**src/rtl/sc_regbus_pkg.sv**
```systemverilog
// Shared types and constants for the register-bus decoder slice.
package sc_regbus_pkg;

  typedef enum logic [1:0] {
    StIdle,
    StBusy,
    StDerr,
    StTerr
  } ch_state_e;

  localparam int unsigned SC_REGBUS_TYP_W = 10;
  localparam int unsigned ADR_W           = 32;
  localparam int unsigned DAT_W           = 32;
  localparam int unsigned WENB_W          = 4;
  localparam int unsigned CNT_W           = 16;

  function automatic int unsigned idx_width(input int unsigned n);
    return (n > 1) ? $clog2(n) : 1;
  endfunction

endpackage

```
**src/rtl/sc_regbus_dec_ch.sv**
```systemverilog
// One decoder channel: address decode, target latch, wait/error FSM.
// Timeout counter and error state only when SC_REGBUS_DECODER_TIMEOUT_EN is defined.
module sc_regbus_dec_ch
  import sc_regbus_pkg::*;
#(
  parameter int unsigned                   NSLV = 4,
  parameter logic [NSLV-1:0][ADR_W-1:0]    BASE = {NSLV{32'h0}},
  parameter logic [NSLV-1:0][ADR_W-1:0]    MASK = {NSLV{32'hFFFF_F000}}
`ifdef SC_REGBUS_DECODER_TIMEOUT_EN
  ,
  parameter int unsigned                   TMO_CYC = 255
`endif
) (
  input  logic             clk,
  input  logic             rstn,
  input  logic [ADR_W-1:0] adr,
  input  logic             req,
  input  logic [NSLV-1:0]  slv_wat,
  input  logic [NSLV-1:0]  slv_err,
  output logic [NSLV-1:0]  sel,
  output logic             wat,
  output logic             err
);

  localparam int unsigned IW = idx_width(NSLV);

  ch_state_e       state_q, state_d;
  logic [IW-1:0]   idx_q, idx_d;
  logic [IW-1:0]   hit_idx;
  logic            hit_any;
  logic [NSLV-1:0] sel_c;
  logic            wat_c, err_c;

  // Scan downwards so the lowest-index matching window wins.
  always_comb begin
    hit_idx = '0;
    hit_any = 1'b0;
    for (int i = NSLV - 1; i >= 0; i--) begin
      if ((adr & MASK[i]) == (BASE[i] & MASK[i])) begin
        hit_any = 1'b1;
        hit_idx = IW'(i);
      end
    end
  end

`ifdef SC_REGBUS_DECODER_TIMEOUT_EN
  logic [CNT_W-1:0] cnt_q, cnt_d;
`endif

  always_comb begin
    state_d = state_q;
    idx_d   = idx_q;
    sel_c   = '0;
    wat_c   = 1'b0;
    err_c   = 1'b0;
`ifdef SC_REGBUS_DECODER_TIMEOUT_EN
    cnt_d   = cnt_q;
`endif
    unique case (state_q)
      StIdle: begin
        if (req) begin
          if (hit_any) begin
            sel_c[hit_idx] = 1'b1;
            wat_c          = slv_wat[hit_idx];
            err_c          = slv_err[hit_idx];
            if (slv_wat[hit_idx]) begin
              idx_d   = hit_idx;
              state_d = StBusy;
`ifdef SC_REGBUS_DECODER_TIMEOUT_EN
              cnt_d   = '0;
`endif
            end
          end else begin
            wat_c   = 1'b1;
            state_d = StDerr;
          end
        end
      end
      StBusy: begin
        // A withdrawn request abandons the access without a response.
        if (!req) begin
          state_d = StIdle;
        end else begin
          sel_c[idx_q] = 1'b1;
          wat_c        = slv_wat[idx_q];
          err_c        = slv_err[idx_q];
          if (!slv_wat[idx_q]) begin
            state_d = StIdle;
          end
`ifdef SC_REGBUS_DECODER_TIMEOUT_EN
          else begin
            cnt_d = (cnt_q == '1) ? cnt_q : cnt_q + 1'b1;
            if (cnt_q + 1'b1 == CNT_W'(TMO_CYC)) begin
              state_d = StTerr;
            end
          end
`endif
        end
      end
      StDerr, StTerr: begin
        err_c   = 1'b1;
        state_d = StIdle;
      end
      default: state_d = StIdle;
    endcase
  end

  always_ff @(posedge clk) begin
    if (!rstn) begin
      state_q <= StIdle;
      idx_q   <= '0;
`ifdef SC_REGBUS_DECODER_TIMEOUT_EN
      cnt_q   <= '0;
`endif
    end else begin
      state_q <= state_d;
      idx_q   <= idx_d;
`ifdef SC_REGBUS_DECODER_TIMEOUT_EN
      cnt_q   <= cnt_d;
`endif
    end
  end

  // Everything is forced quiet while reset is held.
  assign sel = rstn ? sel_c : '0;
  assign wat = rstn & wat_c;
  assign err = rstn & err_c;

endmodule

```
**src/rtl/sc_regbus_decoder.sv**
```systemverilog
// Register-bus fan-out: one upstream master to NSLV slaves by address window.
// Optional slave timeout enabled by defining SC_REGBUS_DECODER_TIMEOUT_EN.
module sc_regbus_decoder
  import sc_regbus_pkg::*;
#(
  parameter int unsigned                NSLV    = 4,
  parameter logic [NSLV-1:0][ADR_W-1:0] BASE    = {NSLV{32'h0}},
  parameter logic [NSLV-1:0][ADR_W-1:0] MASK    = {NSLV{32'hFFFF_F000}},
  parameter int unsigned                TMO_CYC = 255
) (
  input  logic                                  clk,
  input  logic                                  rstn,
  input  logic [ADR_W-1:0]                      s_wadr,
  input  logic [SC_REGBUS_TYP_W-1:0]            s_wtyp,
  input  logic [WENB_W-1:0]                     s_wenb,
  input  logic [DAT_W-1:0]                      s_wdat,
  output logic                                  s_wwat,
  output logic                                  s_werr,
  input  logic [ADR_W-1:0]                      s_radr,
  input  logic [SC_REGBUS_TYP_W-1:0]            s_rtyp,
  input  logic                                  s_renb,
  output logic [DAT_W-1:0]                      s_rdat,
  output logic                                  s_rwat,
  output logic                                  s_rerr,
  output logic [NSLV-1:0][ADR_W-1:0]            m_wadr,
  output logic [NSLV-1:0][SC_REGBUS_TYP_W-1:0]  m_wtyp,
  output logic [NSLV-1:0][DAT_W-1:0]            m_wdat,
  output logic [NSLV-1:0][WENB_W-1:0]           m_wenb,
  input  logic [NSLV-1:0]                       m_wwat,
  input  logic [NSLV-1:0]                       m_werr,
  output logic [NSLV-1:0][ADR_W-1:0]            m_radr,
  output logic [NSLV-1:0][SC_REGBUS_TYP_W-1:0]  m_rtyp,
  output logic [NSLV-1:0]                       m_renb,
  input  logic [NSLV-1:0][DAT_W-1:0]            m_rdat,
  input  logic [NSLV-1:0]                       m_rwat,
  input  logic [NSLV-1:0]                       m_rerr
);

  if (NSLV < 1 || NSLV > 16) begin : g_bad_nslv
    $error("sc_regbus_decoder: NSLV must be 1..16");
  end
  if (TMO_CYC < 8 || TMO_CYC > 65535) begin : g_bad_tmo
    $error("sc_regbus_decoder: TMO_CYC must be 8..65535");
  end

  logic [NSLV-1:0] wsel, rsel;

  sc_regbus_dec_ch #(
    .NSLV    (NSLV),
    .BASE    (BASE),
    .MASK    (MASK)
`ifdef SC_REGBUS_DECODER_TIMEOUT_EN
    ,
    .TMO_CYC (TMO_CYC)
`endif
  ) u_wch (
    .clk     (clk),
    .rstn    (rstn),
    .adr     (s_wadr),
    .req     (|s_wenb),
    .slv_wat (m_wwat),
    .slv_err (m_werr),
    .sel     (wsel),
    .wat     (s_wwat),
    .err     (s_werr)
  );

  sc_regbus_dec_ch #(
    .NSLV    (NSLV),
    .BASE    (BASE),
    .MASK    (MASK)
`ifdef SC_REGBUS_DECODER_TIMEOUT_EN
    ,
    .TMO_CYC (TMO_CYC)
`endif
  ) u_rch (
    .clk     (clk),
    .rstn    (rstn),
    .adr     (s_radr),
    .req     (s_renb),
    .slv_wat (m_rwat),
    .slv_err (m_rerr),
    .sel     (rsel),
    .wat     (s_rwat),
    .err     (s_rerr)
  );

  always_comb begin
    s_rdat = '0;
    for (int i = 0; i < NSLV; i++) begin
      m_wadr[i] = s_wadr;
      m_wtyp[i] = s_wtyp;
      m_wdat[i] = s_wdat;
      m_wenb[i] = wsel[i] ? s_wenb : '0;
      m_radr[i] = s_radr;
      m_rtyp[i] = s_rtyp;
      m_renb[i] = rsel[i] & s_renb;
      if (rsel[i]) begin
        s_rdat = s_rdat | m_rdat[i];
      end
    end
  end

endmodule

```
**config.mk**
```make
export PLATFORM = sky130hd
export DESIGN_NAME = sc_regbus_decoder
export DESIGN_NICKNAME = d
export VERILOG_FILES = /design/src/rtl/sc_regbus_pkg.sv /design/src/rtl/sc_regbus_dec_ch.sv /design/src/rtl/sc_regbus_decoder.sv
export SDC_FILE = /design/constraint.sdc
export NUM_CORES = 1
export LEC_CHECK = 0
export BUFFER_PORTS_ARGS = -buffer_cell sky130_fd_sc_hd__buf_2
export CORE_AREA = 5 5 307 309
export CTS_CLUSTER_SIZE = 8
export DETAILED_ROUTE_END_ITERATION = 16
export DIE_AREA = 0 0 312 314
export SKIP_LAST_GASP = 1
export SLEW_MARGIN = 20
export SYNTH_ARGS = -nofsm -noshare
export SYNTH_HDL_FRONTEND = slang
export SYNTH_HIERARCHICAL = 1
export SYNTH_SLANG_ARGS = --single-unit
```
**constraint.sdc**
```tcl
create_clock -name clk -period 1.6 [get_ports clk]
set_clock_uncertainty 0.15 [all_clocks]
set_input_delay 0.16 -clock clk [delete_from_list [all_inputs] [get_ports clk]]
set_output_delay 0.16 -clock clk [all_outputs]
set_load 0.01 [all_outputs]
```
Word level (Yosys, flattened, before mapping)
Index checks and enable logic that the tools add are counted.
{ "word_totals": {"mem_bits_ro": 0, "input_bits": 267, "regBits": 4, "mem_bits_rw": 0, "wordCells": 82, "output_inout_bits": 520, "n_memories": 0, "latchBits": 0} }
{ "classes": {"n_lt_le_gt_ge": 0, "bitwise": 11, "n_reduce_logical": 9, "add_sub_neg": 0, "n_div": 0, "n_eq_ne": 12, "muxes": 48, "multipliers": 0, "n_shift": 0} }
{ "op_table": {"columns": ["cell", "n"], "rows": [
  ["two-way mux 32 bit", 4],
  ["bitwise OR 32 bit", 3],
  ["logical NOT 32 bit", 2],
  ["two-way mux 4 bit", 8],
  ["two-way mux 2 bit", 10],
  ["two-way mux 1 bit", 18],
  ["one-hot mux 4 bit (2 select lines)", 2],
  ["!= test 3 bit, second input constant", 4],
  ["one-hot mux 2 bit (3 select lines)", 2],
  ["AND 1 bit", 8],
  ["equality test 2 bit, second input constant", 4],
  ["one-hot mux 1 bit (3 select lines)", 2],
  ["AND reduction 3 bit", 2],
  ["equality test 2 x 1 -> 1 bit, second input constant", 2],
  ["logical NOT 2 bit", 2],
  ["one-hot mux 1 bit (2 select lines)", 2],
  ["OR reduction 2 bit", 2],
  ["OR reduction 4 bit", 1],
  ["!= test 2 x 1 -> 1 bit, second input constant", 1],
  ["!= test 2 bit, second input constant", 1]
]} }

Logic depth before layout (Yosys ltp)
Gate-level depths: netlist of the first run.
{ "logic_depth": {"word_depth": 13, "depth_mapped": 8, "ltp_nobuf": 5} }

Modules after synthesis
The synthesis of the first run kept the hierarchy.
{ "by_module_without_submodules": {"columns": ["module", "seq_area_each_um2", "cells_each", "n_inst", "area_per_inst_um2"], "rows": [
  ["sc_regbus_decoder", 0.0, 597, 1, 4304.1],
  ["sc_regbus_dec_ch", 40.0, 31, 2, 224.0]
]} }

Worst setup path after synthesis of the first run
No wires, ideal clock.
{ "synth_timing": {"path_type": "input to output", "start": "input s_wenb[2]", "end": "output m_wenb[2] in the netlist's numbering", "t_required_ps": 1290, "n_path_buf": 1, "t_arrival_ps": 1411, "stages": 6, "slack_ps": -121, "path_cell_list": "or4_1 > and3b_1 > clkbuf_1 > nand3_1 > o21ai_0 > and2_2"} }
{ "synth_rtl": {"columns": ["element", "line_no", "rtl"], "rows": [
  ["start, declared", "sc_regbus_decoder.sv:15", "input logic [WENB_W-1:0] s_wenb,"],
  ["end, declared", "sc_regbus_decoder.sv:28", "output logic [NSLV-1:0][WENB_W-1:0] m_wenb,"]
]} }

Final worst setup path of the first run
{ "layout_timing": {"start": "register u_rch.state_q[1]", "end": "output s_rdat[17]"} }
{ "layout_between": {"elab_chain_len": 10, "elab_cells_between_ends": 11, "cone_classes": "1 x eq/ne; 6 x mux; 3 x bitwise; 1 x reduce/logical"} }
{ "layout_rtl": {"columns": ["element", "line_no", "rtl"], "rows": [
  ["start, declared", "sc_regbus_dec_ch.sv:27", "ch_state_e state_q, state_d;"],
  ["start signal, assigned", "sc_regbus_dec_ch.sv:110", "state_q <= StIdle;"],
  ["start signal, assigned", "sc_regbus_dec_ch.sv:116", "state_q <= state_d;"],
  ["equality test 2 x 1 -> 1 bit / logical NOT 2 bit (equally long branches)", "sc_regbus_dec_ch.sv:59", "unique case (state_q)"],
  ["one-hot mux 4 bit (2 select lines) *", "sc_regbus_dec_ch.sv:59", null],
  ["two-way mux 4 bit *", "sc_regbus_dec_ch.sv:125", "assign sel = rstn ? sel_c : '0;"],
  ["via rsel[0]", "sc_regbus_decoder.sv:46", "logic [NSLV-1:0] wsel, rsel;"],
  ["two-way mux 32 bit *", "sc_regbus_decoder.sv:98", "if (rsel[i]) begin"],
  ["bitwise OR 32 bit", "sc_regbus_decoder.sv:99", "s_rdat = s_rdat | m_rdat[i];"],
  ["two-way mux 32 bit *", "sc_regbus_decoder.sv:98", null],
  ["bitwise OR 32 bit", "sc_regbus_decoder.sv:99", null],
  ["two-way mux 32 bit *", "sc_regbus_decoder.sv:98", null],
  ["bitwise OR 32 bit", "sc_regbus_decoder.sv:99", null],
  ["two-way mux 32 bit *", "sc_regbus_decoder.sv:98", null],
  ["end, declared", "sc_regbus_decoder.sv:22", "output logic [DAT_W-1:0] s_rdat,"]
]} }
Mark *: on every way through the listed nets, which the timed path passes. The rest lies on a longest branch.

==> results of run 1 <==
-- registers in the layout, summed over array words and instances, names as in the netlist --
register       flops
u_wch/state_q      2
u_rch/state_q      2
-- Yosys cell counts (all sizes together), types with 4 or more instances --
cell / n / area (sq um)
dfxtp: 4 / 80.1
nand4: 4 / 25.0
a22oi: 64 / 480
nand3: 8 / 40.0
buf: 486 / 3610
o21ai: 4 / 20.0
nor4: 10 / 62.6
or4: 5 / 45.0
and2: 20 / 130
nand2: 36 / 135
-- per-stage QoR --
step,instance area (sq um),util
6_report,5840,0.0641
5_1_grt,5820,0.0639
4_1_cts,5720,0.0628
3_5_place_dp,5100,0.0560
3_3_place_gp,5100,0.0560
2_1_floorplan,4800,-
-- what timing repair did --
action | 4_1_cts | 5_1_grt
pin swaps | 37 | 22
gates resized for setup | 100 | 18
setup buffers | 8 | 4
endpoints found under the setup margin | 41 | 41
cloned | 3 | 0
-- worst max-delay path, stage by stage, from the launching register on --
cell     delay, ns
dfxtp_2       0.30
and3b_2       0.28
nand3_2       0.11
o21ai_4       0.17
buf_12        0.16
buf_16        0.19
buf_6         0.13
a22oi_1       0.07
nand2_1       0.06
buf_2         0.12
-- cells in the final DEF, fill, tap and decap left out, types with 4 or more instances in the layout --
| master | count |
|---|---|
| buf_2 | 341 |
| buf_4 | 54 |
| buf_6 | 42 |
| a22oi_1 | 38 |
| a22oi_2 | 26 |
| nand2_1 | 25 |
| and2_1 | 12 |
| nand2_2 | 11 |
| buf_12 | 8 |
| diode_2 | 7 |
| nor4_1 | 7 |
| conb_1 | 6 |
| and2_4 | 5 |
| or4_4 | 5 |
| buf_16 | 4 |
| nand3_1 | 4 |
| nand4_1 | 4 |
-- metal layers --
| layer | vias up | share of wire | track usage |
|---|---|---|---|
| li1 | 1637 | - | - |
| met1 | 1668 | 0.31 | 0.0813 |
| met2 | 589 | 0.46 | 0.145 |
| met3 | 82 | 0.20 | 0.0735 |
| met4 | 10 | 0.034 | 0.0235 |
| met5 | - | 0.0015 | 0 |
-- cells by family (layout without fill, tap and decap cells) --
logic type / Yosys count / after routing / share of synthesized area
buf+inv: 490 / 454 / 0.763
simple gates: 89 / 89 / 0.101
compound gates: 74 / 74 / 0.117
flops: 4 / 4 / 0.0169
other cells: 2 / 13 / 0.00158
-- power groups by stage --
stage	registers [mW]	clock network [mW]	logic (mW)
floorplan	0.106	0	1.44
global placement	0.107	0	1.34
detailed placement	0.107	0	1.35
CTS	0.105	0.397	1.47
global route	0.106	0.405	1.64
finish	0.105	0.395	1.51
-- worst min path at each step --
stage / endpoint / slack (ns)
5_1_grt: u_wch/state_q[0] / 0.12
3_3_place_gp: m_wtyp[1] / 0.17
4_1_cts: u_wch/state_q[0] / 0.08
2_1_floorplan: u_rch/state_q[0] / 0.16
6_report: u_wch/state_q[0] / 0.08
3_5_place_dp: m_wtyp[1] / 0.17
-- layout make-up --
| class | instances | area, sq um |
|---|---|---|
| Timing Repair Buffer | 449 | 2860 |
| Multi-Input combinational cell | 169 | 1320 |
| Antenna cell | 7 | 17.5 |
| Sequential cell | 4 | 81.3 |
| Tap cell | 1186 | 1480 |
| Clock buffer | 3 | 75.1 |
| Fill cell | 10800 | 85300 |
| Inverter | 2 | 7.51 |
==> results by group, run 1 <==
Yosys
  • Post-synth EDFFs: 0
  • Syn avg cell area: 7.21 sq um
  • Most common flop cell mapped by yosys: dfxtp_1
  • Cells after synthesis: 659
  • Cell area after synthesis: 0.00475 sq mm
  • Post-synthesis register bit count: 4
  • Synth cell types: 23
  • Sequential area share after synthesis: 0.0169
  • Syn. warnings: 6
  • Async SR Flop Fraction: 0

Clocking
  • Worst-skew pair later-pin latency: 0.22 ns
  • H-tree depth: 1
  • Root Driver: clkbuf_16
  • Max Root-Sink Buffers: 2
  • Reg clk slew, reported paths: 0.03 ns
  • CTS tree: yes
  • Clock sinks: 4
  • CTS Buf Count: 3
  • CTS Hold Bufs: 0

Detailed routing
  • TritonRoute pass-1 iters: 4
  • Total Routed Length: 45,700 microns
  • Antenna Nets Post-Route: 0
  • DRC: 0
  • 1st-iter DRT viols: 138
  • DR vias/cell: 2.19
  • Routed vias: 3,986
  • WL/cell: 25.1 microns

Place
  • Placed Cells incl. Taps: 1,796
  • Input/output buffers: 379
  • Post-DP HPWL: 40,600 microns
  • Placer Congestion: 0.717
  • Dpl ws: -0.579 ns

STA
  • Rel. slew slack: 0.401
  • Worst Max-Slew Pin Slew: 0.899 ns
  • Final hold slack: 0.0792 ns
  • Final setup vio count: 40
  • Tmin final: 2.17 ns
  • FMAX: 461 MHz
  • Final period util: 1.36
  • Fin. max-slew vios: 0
  • Setup TNS Final: -17.83 ns
  • Final Hold Viols: 0
  • Setup slack after layout: -0.571 ns
  • RSZ-0062 raised after global routing: true

Cells and area
  • Non-filler instance count after layout: 1,820
  • Area grow syn2layout: 22.9%
  • Final net count: 896
  • Layout cell share with drive strength beyond 1: 0.821

Worst setup path
  • R2R depth: 6
  • Crit path to: s_rdat[17]
  • CP Launch Point: u_rch/state_q[1]
  • Peak fanout along the critical path: 8
  • WS Path Type: reg -> out
  • RR Endpoint: u_rch/state_q[0]
  • Crit end category: output pin
  • Worst EP required: 1.29 ns
  • Startpoint types: register
  • FF-to-FF Start: u_rch/state_q[1]
  • Reg2Reg Setup Slack: 0.26 ns
  • CP Data Arrival Time: 1.86 ns

Power and ir drop
  • NetSw: 0.945 mW
  • Maximum vdd drop: 0.316 mV
  • Comb pwr share: 0.751
  • Pwr dens: 345 mW/mm^2
  • Flop pwr share: 0.052
  • Switching Fraction: 0.470
  • Clk network pwr share: 0.196
  • LEAKAGE: 2.48 nW
  • Overall power: 2.01 mW
  • Internal power: 1.07 mW

Global route
  • Vias in the first global route: 3,975
  • First-pass GRT wire length: 53,200 microns
  • Antenna violations before repair: 21
  • Grt total ovfl: 0
  • GRT Util Overall: 0.0871
  • Largest net degree at the start of global routing: 34

Min path
  • Hold WC Path Type: in -> reg
  • Hold Path Depth: 3
  • Hold Startpoint: m_wwat[0]

Floorplanning
  • Core Region: 0.0911 sq mm
  • Top Ports: 787
  • Die Y: 314 microns
  • Die width: 312 microns
  • Initial Utilization: 0.0522
  • DIE AREA: 0.0980 sq mm
  • Row cnt: 111

Run status
  • Status: finished, violations left
  • Failing checks: negative setup slack

Flow run
  • Max Cap Viol: 0
No activity file was read; power rests on OpenSTA's default activity.
==> run 2, diff against run 1 <==
--- a/config.mk
+++ b/config.mk
@@ -6,13 +6,12 @@
 export NUM_CORES = 1
 export LEC_CHECK = 0
 export BUFFER_PORTS_ARGS = -buffer_cell sky130_fd_sc_hd__buf_2
-export CORE_AREA = 5 5 307 309
+export CORE_AREA = 5 5 306 308
 export CTS_CLUSTER_SIZE = 8
 export DETAILED_ROUTE_END_ITERATION = 16
-export DIE_AREA = 0 0 312 314
+export DIE_AREA = 0 0 311 313
 export SKIP_LAST_GASP = 1
 export SLEW_MARGIN = 20
 export SYNTH_ARGS = -nofsm -noshare
 export SYNTH_HDL_FRONTEND = slang
-export SYNTH_HIERARCHICAL = 1
 export SYNTH_SLANG_ARGS = --single-unit
==> run 2 against run 1 <==
Effect of this change: clock-buffer cell count is the same; die area shrank 0.64%; global-route usage shrank 1.8 points; critical path depth shrank 1; cell area shrank 15%; the run still ends with negative setup slack left; sequential share of layout area grew 0.22 points; combinational power shrank 46%; via count shrank 28%.
==> results by group, run 2 <==
Run status
  • Status: finished, violations left
  • Failing checks: negative setup slack

Detailed routing
  • TritonRoute pass-1 iters: 4 (unchanged)
  • Total Routed Length: 35,600 microns (-22%)
  • DR vias/cell: 1.73 (-21%)
  • WL/cell: 21.3 microns (-15%)
  • Antenna Nets Post-Route: 0 (unchanged)
  • 1st-iter DRT viols: 77 (-44%)
  • DRC: 0 (unchanged)
  • Routed vias: 2,887 (-28%)

Clocking
  • CTS Buf Count: 3 (unchanged)
  • Worst-skew pair later-pin latency: 0.23 ns (about the same)
  • H-tree depth: 1 (unchanged)
  • Reg clk slew, reported paths: 0.03 ns (about the same)
  • CTS tree: yes
  • Max Root-Sink Buffers: 2 (unchanged)
  • Root Driver: clkbuf_16
  • Clock sinks: 4 (unchanged)

Yosys
  • Most common flop cell mapped by yosys: dfxtp_1
  • Post-synthesis register bit count: 4 (unchanged)
  • Cell area after synthesis: 0.00430 sq mm (-9.6%)
  • Post-synth EDFFs: 0 (unchanged)
  • Most frequent cells after synthesis: buf_4 (479), nand2_1 (41), nor2_1 (29)
  • Sequential area share after synthesis: 0.0186 (+0.00179)
  • Syn avg cell area: 7.14 sq um (-1.1%)
  • Dominant cells by area after synthesis: buf_4 (84%), nand2_1 (3.6%), nor2_1 (2.5%), dfxtp_1 (1.9%), nor2_2 (1.3%)
  • Synth cell types: 30 (+30%)
  • Most frequent cell after synthesis: buf_4
  • Largest area contributor in the netlist: buf_4
  • Syn. warnings: 0 (-6)
  • Cells after synthesis: 602 (-8.6%)
  • Top cell type's share of synthesized area: 0.837 (+0.0931)
  • Async SR Flop Fraction: 0 (unchanged)

STA
  • Final setup vio count: 44 (+10%)
  • Setup TNS Final: -10.91 ns (+6.92 ns)
  • RSZ-0062 raised after global routing: true
  • Tmin final: 1.92 ns (-0.248 ns)
  • Final Hold Viols: 0 (unchanged)
  • FMAX: 520 MHz (+13%)
  • Fin. max-slew vios: 0 (unchanged)
  • Final period util: 1.20 (-0.155)
  • Setup slack after layout: -0.323 ns (+0.248 ns)
  • Final hold slack: 0.0109 ns (-0.0683 ns)

Place
  • Post-DP HPWL: 33,400 microns (-18%)
  • Input/output buffers: 283 (-25%)
  • Placer Congestion: 0.684 (-4.6%)

Global route
  • GRT Util Overall: 0.0688 (-0.0184)
  • Grt total ovfl: 0 (unchanged)
  • Vias in the first global route: 2,910 (-27%)
  • Largest net degree at the start of global routing: 36 (+5.9%)
  • First-pass GRT wire length: 41,300 microns (-22%)
  • Antenna violations before repair: 32 (+52%)

Floorplanning
  • Die Y: 313 microns (-0.32%)
  • Die width: 311 microns (-0.32%)
  • Initial Utilization: 0.0473 (-0.00487)
  • Row cnt: 111 (unchanged)
  • Top Ports: 787 (unchanged)
  • DIE AREA: 0.0973 sq mm (-0.64%)
  • Core Region: 0.0908 sq mm (-0.30%)

Min path
  • Hold Startpoint: m_rwat[0]
  • Hold WC Path Type: in -> reg

Worst setup path
  • CP Launch Point: s_radr[19]
  • Crit path max-delay cell type: or4_4
  • Peak fanout along the critical path: 7 (-1)
  • CP Data Arrival Time: 1.61 ns (-0.25 ns)
  • CP peak stage delay: 0.58 ns (+0.28 ns)
  • Startpoint types: input pin
  • Critical-path cell list: buf_6 > or4_4 > nor2_4 > a21oi_4 > buf_12 > buf_16 > nor2_2 > buf_2
  • Worst EP required: 1.29 ns (about the same)
  • FF-to-FF Start: u_wch.state_q[1]
  • Crit end category: output pin
  • WS Path Type: in -> out

Power and ir drop
  • Overall power: 1.32 mW (-34%)
  • Pwr dens: 267 mW/mm^2 (-23%)
  • Maximum vdd drop: 0.150 mV (-52%)
  • LEAKAGE: 1.85 nW (-25%)

Cells and area
  • Commonest non-fill, non-tap cells in the layout: buf_2 (232), buf_4 (50), buf_6 (48)
  • Final net count: 742 (-17%)
  • Most common cell after layout, fill and taps aside: buf_2
  • Area grow syn2layout: 15.2%
  • Layout cell share with drive strength beyond 1: 0.860 (+0.0391)
  • Regs by FF count: u_rch.state_q: 2 flops, u_wch.state_q: 2 flops

Flow run
  • Max Cap Viol: 0 (unchanged)
## run 2: changes by cell type after synthesis, moves of 5 or more
cell / before / now
a22oi_1: 64 / 0
nor2_1: 0 / 29
and2_1: 16 / 1
buf_2: 15 / 1
nor2_2: 0 / 9
buf_4: 471 / 479
nand3_1: 8 / 1
nand2_1: 36 / 41
## run 2: worst paths after layout
check                           depth (start not counted)  slack (ns)               end
worst max-delay path                                    8       -0.32        s_rdat[12]
worst min-delay path                                    3        0.01  u_rch.state_q[0]
worst max register to register                          5        0.20  u_wch.state_q[1]
worst min register to register                          3        0.69  u_wch.state_q[0]
## run 2: where the power goes
group | internal [mW] | switching (mW)
Clock | 0.320 | 0.0795
Combinational | 0.339 | 0.475
Sequential | 0.104 | 0.00446
Total | 0.763 | 0.559
## run 2: cell families after synthesis
group / Yosys count / share of synthesized area
AO/OA/AOI/OAI: 8 / 0.0163
other: 1 / 0.000873
buffers and inverters: 486 / 0.849
AND/OR/NAND/NOR: 103 / 0.115
flip-flops: 4 / 0.0186
## run 2: area by class of cell
| class | instances | area, sq um |
|---|---|---|
| clock buffers | 3 | 75.1 |
| multi-input cells | 126 | 991 |
| well taps | 1186 | 1480 |
| flip-flops and latches | 4 | 80.1 |
| repair buffers | 340 | 2290 |
| fillers | 10800 | 85900 |
| diodes | 11 | 27.5 |
## run 2: metal layers
layer	up-vias	share of wire	GRT usage
li1	1111	-	-
met5	-	0.0036	0
met4	22	0.024	0.0144
met3	89	0.29	0.0883
met2	542	0.41	0.101
met1	1123	0.28	0.0582
## run 2: through the flow
stage	instance area [sq um]	cells	setup slack, ns	utilization
2_1_floorplan	4350	616	0.0245	-
3_3_place_gp	4010	1646	-0.721	0.0442
3_5_place_dp	4010	1646	-0.697	0.0442
4_1_cts	4590	1655	-0.330	0.0506
5_1_grt	4920	1659	-0.390	0.0542
6_report	4950	1670	-0.323	0.0545
## run 2: what timing repair did
action	CTS	global route
buffers inserted	5	4
hold buffers	0	0
pin swaps	37	27
resized for setup	101	55
endpoints found under the setup margin	43	43
cloned	2	1
## run 2: critical path: cells and delay by family
kind	cells	cell delay (ns)
compound gates	1	0.09
simple gates	3	0.82
buf+inv	4	0.53
==> run 3, diff against run 2 <==
--- a/config.mk
+++ b/config.mk
@@ -10,6 +10,7 @@
 export CTS_CLUSTER_SIZE = 8
 export DETAILED_ROUTE_END_ITERATION = 16
 export DIE_AREA = 0 0 311 313
+export REMOVE_ABC_BUFFERS = 1
 export SKIP_LAST_GASP = 1
 export SLEW_MARGIN = 20
 export SYNTH_ARGS = -nofsm -noshare
==> run 3 against run 2 <==
Effect of this change: the run still ends with negative setup slack left; clock power is 2% lower; via count is 7.3% higher; first-iteration DRC count is 35% lower; worst hold slack better by 0.019 ns; largest cell class unchanged.
==> results by group, run 3 (synthesis results as in run 2) <==
Run status
  • Status: finished, violations left
  • Failing checks: negative setup slack

Place
  • Dpl ws: -1.04 ns (-0.339 ns)
  • Post-DP HPWL: 53,500 microns (+60%)
  • Placer Congestion: 0.912 (+33%)
  • Input/output buffers: 283 (unchanged)
  • Placed inst area: 0.00399 sq mm (-0.62%)

Power and ir drop
  • LEAKAGE: 1.76 nW (-4.9%)
  • Pwr dens: 289 mW/mm^2 (+8.3%)
  • Maximum vdd drop: 0.224 mV (+49%)
  • Overall power: 1.30 mW (-1.9%)

Clocking
  • Reg clk slew, reported paths: 0.03 ns (about the same)
  • Max Root-Sink Buffers: 2 (unchanged)
  • Clock sinks: 4 (unchanged)
  • CTS Buf Count: 3 (unchanged)
  • CTS Hold Bufs: 0 (unchanged)
  • Root Driver: clkbuf_16
  • CTS tree: yes
  • Worst-skew pair later-pin latency: 0.23 ns (about the same)
  • H-tree depth: 1 (unchanged)

Global route
  • Grt total ovfl: 0 (unchanged)
  • Largest net degree at the start of global routing: 36 (unchanged)
  • Antenna violations before repair: 25 (-22%)
  • Vias in the first global route: 3,046 (+4.7%)
  • GRT Util Overall: 0.108 (+0.0392)
  • First-pass GRT wire length: 61,300 microns (+48%)

STA
  • Setup slack after layout: -0.190 ns (+0.133 ns)
  • RSZ-0062 raised after global routing: true
  • Final setup vio count: 41 (-6.8%)
  • Final hold slack: 0.0303 ns (+0.0194 ns)
  • Final period util: 1.12 (-0.0831)
  • Fin. max-slew vios: 0 (unchanged)
  • FMAX: 559 MHz (+7.4%)
  • Tmin final: 1.79 ns (-0.133 ns)
  • Final Hold Viols: 0 (unchanged)

Flow run
  • Max Cap Viol: 0 (unchanged)

Cells and area
  • Most common cell after layout, fill and taps aside: buf_2
  • Fin area: 0.00448 sq mm (-9.4%)
  • Regs by FF count: u_rch.state_q: 2 flops, u_wch.state_q: 2 flops
  • Final net count: 735 (-0.94%)
  • Commonest non-fill, non-tap cells in the layout: buf_2 (257), buf_4 (46), nand2_1 (37)
  • Area grow syn2layout: 4.37%
  • Fillcell total: 10,800 (+0.30%)
  • Layout cell share with drive strength beyond 1: 0.820 (-0.0407)

Worst setup path
  • R2R depth: 4 (-1)
  • Startpoint types: input pin
  • WS Path Type: in -> out
  • Crit end category: output pin
  • Worst EP required: 1.29 ns (about the same)
  • CP Data Arrival Time: 1.48 ns (-0.13 ns)
  • Peak fanout along the critical path: 2 (-5)

Detailed routing
  • Routed vias: 3,099 (+7.3%)
  • 1st-iter DRT viols: 50 (-35%)
  • Antenna Nets Post-Route: 0 (unchanged)
  • WL/cell: 33.4 microns (+57%)
  • DRC: 0 (unchanged)
  • Total Routed Length: 55,400 microns (+56%)
  • DR vias/cell: 1.87 (+8.2%)
  • TritonRoute pass-1 iters: 4 (unchanged)

Min path
  • Hold WC Path Type: in -> reg
  • Hold Path Depth: 3 (unchanged)

Floorplanning
  • Top Ports: 787 (unchanged)
  • Die width: 311 microns (unchanged)
  • Initial Utilization: 0.0473 (unchanged)
  • Die Y: 313 microns (unchanged)
  • Row cnt: 111 (unchanged)
  • DIE AREA: 0.0973 sq mm (unchanged)
  • Core Region: 0.0908 sq mm (unchanged)
[run 3: changes by cell type in the layout (fill, tap and decap cells not counted), sizes merged]
cell,before,now
diode,11,5
clkbuf,4,3
buf,339,333
[run 3: critical path, stage by stage]
cell	delay, ns
buf_8	0.10
or4_4	0.54
nor2_4	0.16
a21oi_4	0.09
nor3_4	0.25
buf_6	0.17
[run 3: cell type report]
type / count / area, sq um / share of cell area
timing repair buffer: 333 / 2020 / 0.450
antenna: 5 / 12.5 / 0.00279
tap: 1186 / 1480 / 0.331
clock buffer: 3 / 75.1 / 0.0167
sequential: 4 / 80.1 / 0.0179
multi-input combinational: 126 / 813 / 0.181
[run 3: worst paths after layout]
kind	slack, ns	endpoint	start
max	-0.19	m_renb[0]	s_radr[15]
min reg2reg	0.68	u_wch.state_q[0]	u_wch.state_q[0]
max reg2reg	0.38	u_rch.state_q[1]	u_rch.state_q[0]
min	0.03	u_wch.state_q[0]	m_wwat[0]
[run 3: per-stage QoR]
step	cells	utilization	TNS, ns
3_5_place_dp	1645	0.0439	-14.48
3_3_place_gp	1645	0.0439	-14.34
6_report	1657	0.0494	-6.48
2_1_floorplan	130	-	-15.03
4_1_cts	1652	0.0482	-6.84
5_1_grt	1652	0.0492	-8.73
[run 3: what timing repair did]
action	CTS	global route
gates resized for setup	74	19
pin swaps	20	10
setup buffers	5	0
endpoints found under the setup margin	43	41
[run 3: routing by layer]
layer	GRT usage	routed length (microns)
met1	0.0600	11000
met2	0.188	26800
met5	0.00346	146
met3	0.141	15000
met4	0.0380	2460
[run 3: power breakdown]
| group | internal (mW) | leakage [nW] | total (mW) | switching, mW |
|---|---|---|---|---|
| registers | 0.104 | 0.0328 | 0.109 | 0.00493 |
| logic | 0.348 | 1.69 | 0.794 | 0.446 |
| clock network | 0.320 | 0.0370 | 0.393 | 0.0735 |
